--- config.mk ---
export PLATFORM = sky130hd
export DESIGN_NAME = delay_pipe_hs
export DESIGN_NICKNAME = d
export VERILOG_FILES = /design/src/rtl/delay_pipe_hs_pkg.sv /design/src/rtl/delay_pipe_stage.sv /design/src/rtl/delay_pipe_hs.sv
export SDC_FILE = /design/constraint.sdc
export NUM_CORES = 1
export LEC_CHECK = 0
export CORE_UTILIZATION = 38
export CTS_BUF_LIST = sky130_fd_sc_hd__clkbuf_4
export DETAILED_ROUTE_END_ITERATION = 10
export PLACE_DENSITY_LB_ADDON = 0.1
export SYNTH_ARGS = -nofsm -noshare
export SYNTH_HDL_FRONTEND = slang
export SYNTH_SLANG_ARGS = --single-unit
--- constraint.sdc ---
create_clock -name clk -period 6.3 [get_ports clk]
set_input_delay 0.945 -clock clk [delete_from_list [all_inputs] [get_ports clk]]
set_output_delay 0.945 -clock clk [all_outputs]
set_load 0.01 [all_outputs]
--- src/rtl/delay_pipe_hs_pkg.sv ---
// Shared types and helpers for the handshaked delay pipe: ctrl bundle,
// depth sanity check and count-width function.
package delay_pipe_hs_pkg;

  typedef struct packed {
    logic clk;
    logic reset;
  } ctrl_t;

  function automatic int cnt_w(input int depth);
    return $clog2(depth + 1);
  endfunction

  function automatic bit depth_ok(input int depth);
    return depth >= 1;
  endfunction

endpackage

--- src/rtl/delay_pipe_stage.sv ---
// One stage of the elastic delay line: a valid bit plus a data word,
// loading from the stage behind it whenever the parent says it advances.
module delay_pipe_stage
  import delay_pipe_hs_pkg::*;
#(
  parameter int               WIDTH = 32,
  parameter logic [WIDTH-1:0] RESET = '0
) (
  input  logic             clk,
  input  logic             reset,
  input  logic             flush,
  input  logic             adv,
  input  logic             prev_valid,
  input  logic [WIDTH-1:0] prev_data,
  output logic             valid,
  output logic [WIDTH-1:0] data
);

  // Flush only drops the valid bit; the data word is left as-is.
  always_ff @(posedge clk or posedge reset) begin
    if (reset) begin
      valid <= 1'b0;
      data  <= RESET;
    end else if (flush) begin
      valid <= 1'b0;
    end else if (adv) begin
      valid <= prev_valid;
      data  <= prev_data;
    end
  end

endmodule

--- src/rtl/delay_pipe_hs.sv ---
// Elastic valid/ready delay line of DEPTH stages with bubble collapse and flush.
// Build option: DELAY_PIPE_ZERO_EN forces out_data to RESET while out_valid is low.
module delay_pipe_hs
  import delay_pipe_hs_pkg::*;
#(
  parameter int               WIDTH = 32,
  parameter int               DEPTH = 3,
  parameter logic [WIDTH-1:0] RESET = '0
) (
  input  logic                      clk,
  input  logic                      reset,
  input  logic                      flush,
  input  logic                      in_valid,
  output logic                      in_ready,
  input  logic [WIDTH-1:0]          in_data,
  output logic                      out_valid,
  input  logic                      out_ready,
  output logic [WIDTH-1:0]          out_data,
  output logic [cnt_w(DEPTH)-1:0]   count
);

  localparam int CW = cnt_w(DEPTH);

  if (!depth_ok(DEPTH)) begin : g_bad_depth
    $error("delay_pipe_hs: DEPTH must be >= 1");
  end

  logic [DEPTH-1:0]            vld_pipe;
  logic [DEPTH-1:0]            adv;
  logic [DEPTH-1:0][WIDTH-1:0] dat;
  logic [CW-1:0]               cnt;
  logic                        in_xfer, out_xfer;

  // A stage moves if it is empty or the stage ahead of it moves, so an
  // empty slot anywhere lets everything behind it close up.
  always_comb begin
    adv = '0;
    adv[DEPTH-1] = ~vld_pipe[DEPTH-1] | out_ready;
    for (int i = DEPTH - 2; i >= 0; i--)
      adv[i] = ~vld_pipe[i] | adv[i+1];
  end

  for (genvar i = 0; i < DEPTH; i++) begin : g_stage
    logic             pv;
    logic [WIDTH-1:0] pd;
    if (i == 0) begin : g_head
      assign pv = in_valid;
      assign pd = in_data;
    end else begin : g_body
      assign pv = vld_pipe[i-1];
      assign pd = dat[i-1];
    end

    delay_pipe_stage #(.WIDTH(WIDTH), .RESET(RESET)) u_stage (
      .clk        (clk),
      .reset      (reset),
      .flush      (flush),
      .adv        (adv[i]),
      .prev_valid (pv),
      .prev_data  (pd),
      .valid      (vld_pipe[i]),
      .data       (dat[i])
    );
  end

  assign in_ready  = adv[0] & ~flush;
  assign out_valid = vld_pipe[DEPTH-1];
  assign in_xfer   = in_valid & in_ready;
  assign out_xfer  = out_valid & out_ready;

`ifdef DELAY_PIPE_ZERO_EN
  assign out_data = out_valid ? dat[DEPTH-1] : RESET;
`else
  assign out_data = dat[DEPTH-1];
`endif

  always_ff @(posedge clk or posedge reset) begin
    if (reset)      cnt <= '0;
    else if (flush) cnt <= '0;
    else            cnt <= cnt + CW'(in_xfer) - CW'(out_xfer);
  end

  assign count = cnt;

endmodule

==> key figures, run 1 <==
Route
  – Initial detailed-routing violation count: 57
  – Vias per std cell: 4.70
  – Final wirelength: roughly 6.4 mm
  – Total vias in the final route: between 2000 and 2500
  – # DRC: 0
  – Drt wl/cell: 14.5 um
  – First-pass iteration count of the detailed router: 3
  – Post-route antenna net violation count: 0

Die
  – DIE AREA: roughly 11000 sq um
  – Core box area: between 9000 and 10000 sq um
  – Die W: between 100 and 150 um
  – Number of placement rows: 36
  – Die Ht: between 100 and 150 um
  – Starting Density: between 30% and 40%
  – Io pins: 73

GRT
  – First-pass GRT wire length: 10.8 mm
  – Number of global-route vias before repair: roughly 2100
  – Initial antenna violation count: 0
  – GRT overflow: 0
  – Largest net degree at the start of global routing: 59
  – GRT Overall Usage: between 10% and 20%

Synthesis
  – Post-synth EDFFs: 0
  – Most used DFF post-synth: dfrtp_1
  – FF+latch count, synth: between 100 and 150
  – Post-synthesis mux area share: 28.2%
  – Synth area leaders: dfrtp_1, mux2_2, buf_4
  – Ys Warns: 0
  – Yosys top cell by area: dfrtp_1
  – Seq/Total Area, Yosys: about two thirds
  – Xor/xnor cell area share of the yosys netlist: less than 1%
  – Cells after Synth: between 200 and 250
  – Post-synth cell types: 19
  – Synth Cell Area: between 3000 and 4000 sq um
  – Syn Nets: around 270
  – Simple-gate portion of the synthesized area: between 1 and 1.5%
  – Largest family of logic cells by synthesized area: multiplexers
  – Share of the synthesized area in the top cell type: roughly two thirds
  – Adder-cell area share of the yosys netlist: 0.652%
  – Most common cell in the netlist: dfrtp_1
  – Asr flop ratio synth: 100%
  – Syn avg cell area: 16.9 sq um
  – Most frequent cells after synthesis: dfrtp_1, mux2_2, buf_4, nor2_1, buf_6
  – Compound-Gate Fraction of Synth Area: 1.08%

Clocking
  – Root Buffer: clkbuf_4
  – CTS Hold Buffers Added: 0
  – H-tree depth: 3
  – CTS tree: built
  – Clock buffers created by TritonCTS: 9
  – Clock Tree Buf Depth: 2
  – Setup Fix Bufs, Post-CTS: 0
  – # clock sinks: roughly 100
  – PostCTS Resize Cnt: 0
  – Worst-path clk slew: between 0.1 and 0.15 ns
  – Clk_lat worst skew: 0.43 ns

Worst setup path
  – CP max FO: 8
  – CP most frequent cell: clkdlybuf4s50_1
  – CP cell instances: clkdlybuf4s50_1 -> a31oi_4 -> clkdlybuf4s50_1
  – CP peak stage delay: 0.64 ns
  – CP Capture Type: output port
  – Worst EP required: around 5.4 ns
  – Cell with the largest stage delay on the worst path: clkdlybuf4s50_1
  – CP Class: in2out
  – Critical Path Start Type: input port
  – CP arrival: 2.47 ns

Timing
  – Final Max Slew Viols: 0
  – Max Clk Rate: between 0.2 and 0.3 GHz
  – Minimum clock period: 3.41 ns
  – Max-slew headroom: a little under a third
  – Fin Clk Skew: 0.0205 ns
  – Period utilization: 54.1%
  – Setup TNS: 0 ns
  – Hold WS: about 0.50 ns
  – Final Hold Violating Endpoints: 0
  – Setup violations, final: 0
  – Unrepaired setup endpoints after global routing: no
  – Worst Max-Slew Pin Slew: between 1 and 1.5 ns

Placed design
  – GPL Wtd Cong: ~0.66
  – Post-detail-place hpwl: about 4.0 mm
  – PortBufs: just over 70

Worst hold path
  – Hold Crit Class: reg2reg

Finish
  – NumNets Final: between 300 and 400
  – Layout cells sized above 1: between 30% and 40%
  – Area Growth Syn to Fin: 26.0%
  – Filler cells: ~890
  – Inserted Diodes: 0

Power
  – Net Sw Frac: roughly a quarter
  – Clock share of power: 25.6%
  – Leakage: roughly 2 nW
  – NetSw: about 350 uW
  – Peak VDD IR: between 0.1 and 0.15 mV
  – Power density cells: between 200 and 300 nW/um^2
  – Overall Power: 1.43 mW
  – Combinational Power Share: a little under a fifth
  – Internal power: ~1.1 mW
  – Reg power frac: between 50% and 60%

Run status
  – Status: finished, final reports clean

Flow run
  – Max-cap violation count: 0
per-layer routing:
metal | vias up | share of wire (%) | routed length (um) | global-route usage [%]
met1 | 1064 | 46 | 2930 | 18.5
met5 | - | 0 | 0 | 0
met4 | 0 | 1.3 | 80 | 3.96
li1 | 943 | - | - | -
met2 | 50 | 46 | 2960 | 20.9
met3 | 8 | 6.4 | 406 | 5.34
layout make-up:
class | count | area [sq um] | area share [%]
inverters | 2 | 10.0 | 0.207
clock inverters | 5 | 86.3 | 1.79
well taps | 133 | 166 | 3.44
multi-input cells | 114 | 1230 | 25.5
clock buffers | 9 | 67.6 | 1.40
flip-flops and latches | 101 | 2530 | 52.3
repair buffers | 75 | 743 | 15.4
path summary, 6_finish.rpt:
path	start	end	slack, ns	depth (start not counted)
setup / recovery	flush	in_ready	2.89	3
hold / removal	g_stage[1].u_stage.data[13]	g_stage[1].u_stage.data[13]	0.50	1
setup reg to reg	g_stage[2].u_stage.valid	count[0]	4.12	8
hold reg to reg	g_stage[1].u_stage.data[13]	g_stage[1].u_stage.data[13]	0.50	1
max in group asynchronous	reset	g_stage[2].u_stage.data[30]	4.27	3
min in group asynchronous	reset	g_stage[2].u_stage.data[31]	0.90	2
cell usage in the layout, fill, tap and decap left out, drive strengths merged, types with 2 or more instances in the layout:
cell type,netlist,routed
mux2,96,96
nor2b,2,2
nor2,6,6
a31oi,2,2
ha,2,2
buf,10,3
clkdlybuf4s50,0,72
dfrtp,101,101
inv,2,3
clkinvlp,0,2
a21oi,2,2
bufinv,0,2
clkbuf,0,9
critical path: cells and delay by family:
kind,cells,cell delay [ns]
AOI/OAI and AO/OA,1,0.30
buffers and inverters,2,1.22
power by group through the flow:
stage,Clock (mW),Sequential [mW],Combinational [mW]
2_1_floorplan,0,0.816,0.122
3_3_place_gp,0,0.803,0.271
3_5_place_dp,0,0.804,0.277
4_1_cts,0.381,0.791,0.277
5_1_grt,0.410,0.804,0.295
6_report,0.365,0.790,0.271
per-stage QoR:
step	cell area, sq um	util [%]	instances	worst slack, ns
2_1_floorplan	3840	-	227	2.71
3_3_place_gp	4680	47.9	425	2.90
3_5_place_dp	4680	47.9	425	2.89
4_1_cts	4830	49.4	439	2.89
5_1_grt	4830	49.4	439	2.84
6_report	4830	49.4	439	2.89
cell families (layout without fill, tap and decap cells):
kind of cell    Yosys count  in the layout
simple gates             10             10
fa+ha+maj                 2              2
mux                      96             96
flops                   101            101
xor+xnor                  2              2
buf+inv                  12             91
compound gates            4              4
flip-flops by register name (all words and copies together), names as in the netlist:
signal	cells
count	2
g_stage.u_stage.valid	3
g_stage.u_stage.data	96
No activity file was read; power rests on OpenSTA's default activity.
==> run 2, diff against run 1 <==
Clock period 6.3 ns to 3 ns, I/O delays scaled along.
==> run 2 against run 1 <==
  * Clock power rose by 110%
  * Design area rose by 1.1%
  * Flip-flop and latch count did not move
  * Worst hold slack got worse by 0.037 ns
  * Sequential share of layout area fell by 0.55 points
  * Clock skew fell by 0.0073 ns
  * Die area did not move
  * Final cell count rose by 0.91%
  * Largest cell class unchanged
==> key figures, run 2 (synthesized netlist as in run 1, its figures left out) <==
Timing
  – Max Clk Rate: ~0.4 GHz
  – Worst setup margin: about 0.54 ns
  – Unrepaired setup endpoints after global routing: no
  – Setup TNS: 0 ns
  – Max-slew headroom: 51.6%
  – Fin Clk Skew: ~0.013 ns
  – Final Hold Violating Endpoints: 0
  – Final Max Slew Viols: 0
  – Worst Max-Slew Pin Slew: just over 0.7 ns
  – Setup violations, final: 0
  – Period utilization: ~80%
  – Minimum clock period: 2.46 ns

Finish
  – Util after Layout: around 50%
  – Commonest non-fill, non-tap cell in the layout: dfrtp_1
  – Area Growth Syn to Fin: 27.3%
  – Most frequent cells in the layout: dfrtp_1, mux2_2, clkdlybuf4s50_1
  – Filler cells: between 800 and 900
  – Reg area: approximately 2500 sq um
  – Max reg flops: between 90 and 100
  – Layout cells sized above 1: 38.7%
  – Final cell count without fillers: approximately 440
  – Inserted Diodes: 0
  – Most flops, register: g_stage.u_stage.data
  – NumNets Final: about 350
  – Multi-input gate area: ~1200 sq um

Clocking
  – Clk_lat worst skew: 0.44 ns
  – Setup Fix Bufs, Post-CTS: 0
  – CTS Hold Buffers Added: 0
  – # clock sinks: 101
  – H-tree depth: 3
  – CTS tree: built
  – Clock Tree Buf Depth: 2
  – Root Buffer: clkbuf_4
  – Clock buffers created by TritonCTS: 9
  – Worst-path clk slew: about 0.15 ns
  – PostCTS Resize Cnt: 0

Worst hold path
  – Hold Crit Class: in2async

Route
  – Initial detailed-routing violation count: 47
  – Post-route antenna net violation count: 0
  – Total vias in the final route: 2061
  – # DRC: 0
  – First-pass iteration count of the detailed router: 4
  – Drt wl/cell: between 10 and 15 um
  – Vias per std cell: roughly 4.7
  – Final wirelength: around 6.4 mm

Placed design
  – PortBufs: 72
  – GPL Wtd Cong: 0.642
  – Post-detail-place hpwl: just over 4 mm
  – Post-Place Cells: roughly 430
  – Pre-CTS setup slack: 0.527 ns

Die
  – Die W: a little over 100 um
  – Die Ht: a little over 100 um
  – Number of placement rows: 36
  – Io pins: 73
  – Core box area: between 9000 and 10000 sq um
  – Starting Density: between 30% and 40%
  – DIE AREA: approximately 11000 sq um

Power
  – Leakage: 2.03 nW
  – Power density cells: slightly above 600 nW/um^2
  – Overall Power: roughly 3 mW
  – Peak VDD IR: ~0.27 mV

GRT
  – Number of global-route vias before repair: 2062
  – GRT overflow: 0
  – First-pass GRT wire length: slightly above 10 mm
  – Largest net degree at the start of global routing: 42
  – GRT Overall Usage: 13.5%
  – Initial antenna violation count: 0

Worst setup path
  – CP Class: in2out
  – CP arrival: roughly 2.0 ns
  – CP max FO: 8
  – Worst EP required: approximately 2.6 ns
  – Critical Path Start Type: input port
  – CP Capture Type: output port

Run status
  – Status: finished, final reports clean

Flow run
  – Max-cap violation count: 0
run 2: changes by cell type in the layout (fill, tap and decap cells not counted), sizes merged:
cell / delta
buf: +3
clkinvlp: +1
clkinv: +2
inv: -2
run 2: final timing paths:
check                      slack (ns)  cells after the start                     endpoint                   startpoint
setup / recovery                 0.54                      3                     in_ready                        flush
hold / removal                   0.46                      2  g_stage[0].u_stage.data[20]                        reset
setup reg to reg                 1.28                      7                     count[0]     g_stage[2].u_stage.valid
hold reg to reg                  0.50                      1  g_stage[1].u_stage.data[13]  g_stage[1].u_stage.data[13]
max in group asynchronous        1.90                      3   g_stage[1].u_stage.data[8]                        reset
min in group clk                 0.50                      1  g_stage[1].u_stage.data[13]  g_stage[1].u_stage.data[13]
run 2: through the flow:
stage	hold slack, ns	cell area [sq um]
6_report	0.464	4880
5_1_grt	0.486	4880
4_1_cts	0.459	4880
3_5_place_dp	0.474	4730
3_3_place_gp	0.464	4730
2_1_floorplan	0.452	3840
run 2: area by class of cell:
type                       count  share of cell area (%)
inverter                       2                   0.231
timing repair buffer          78                    16.2
tap                          133                    3.41
multi-input combinational    114                    25.2
clock buffer                   9                    1.38
sequential                   101                    51.7
clock inverter                 6                    1.82
run 2: metal layers:
layer	GRT usage, %	up-vias	routed length [um]
met5	0	-	0
met3	4.45	9	327
met1	17.6	1054	2920
met2	20.3	45	2990
li1	-	953	-
met4	6.59	0	111
run 2: critical path, cell delays in order:
cell and delay, ns:
clkdlybuf4s50_1 0.64, a31oi_4 0.30, clkdlybuf4s50_1 0.62
run 2: report_power, final:
group	leakage (nW)	internal, mW	total, mW	switching [mW]
Sequential	1.19	1.56	1.66	0.0949
Clock	0.0780	0.333	0.760	0.427
Combinational	0.764	0.376	0.576	0.200
Total	2.03	2.27	2.99	0.722
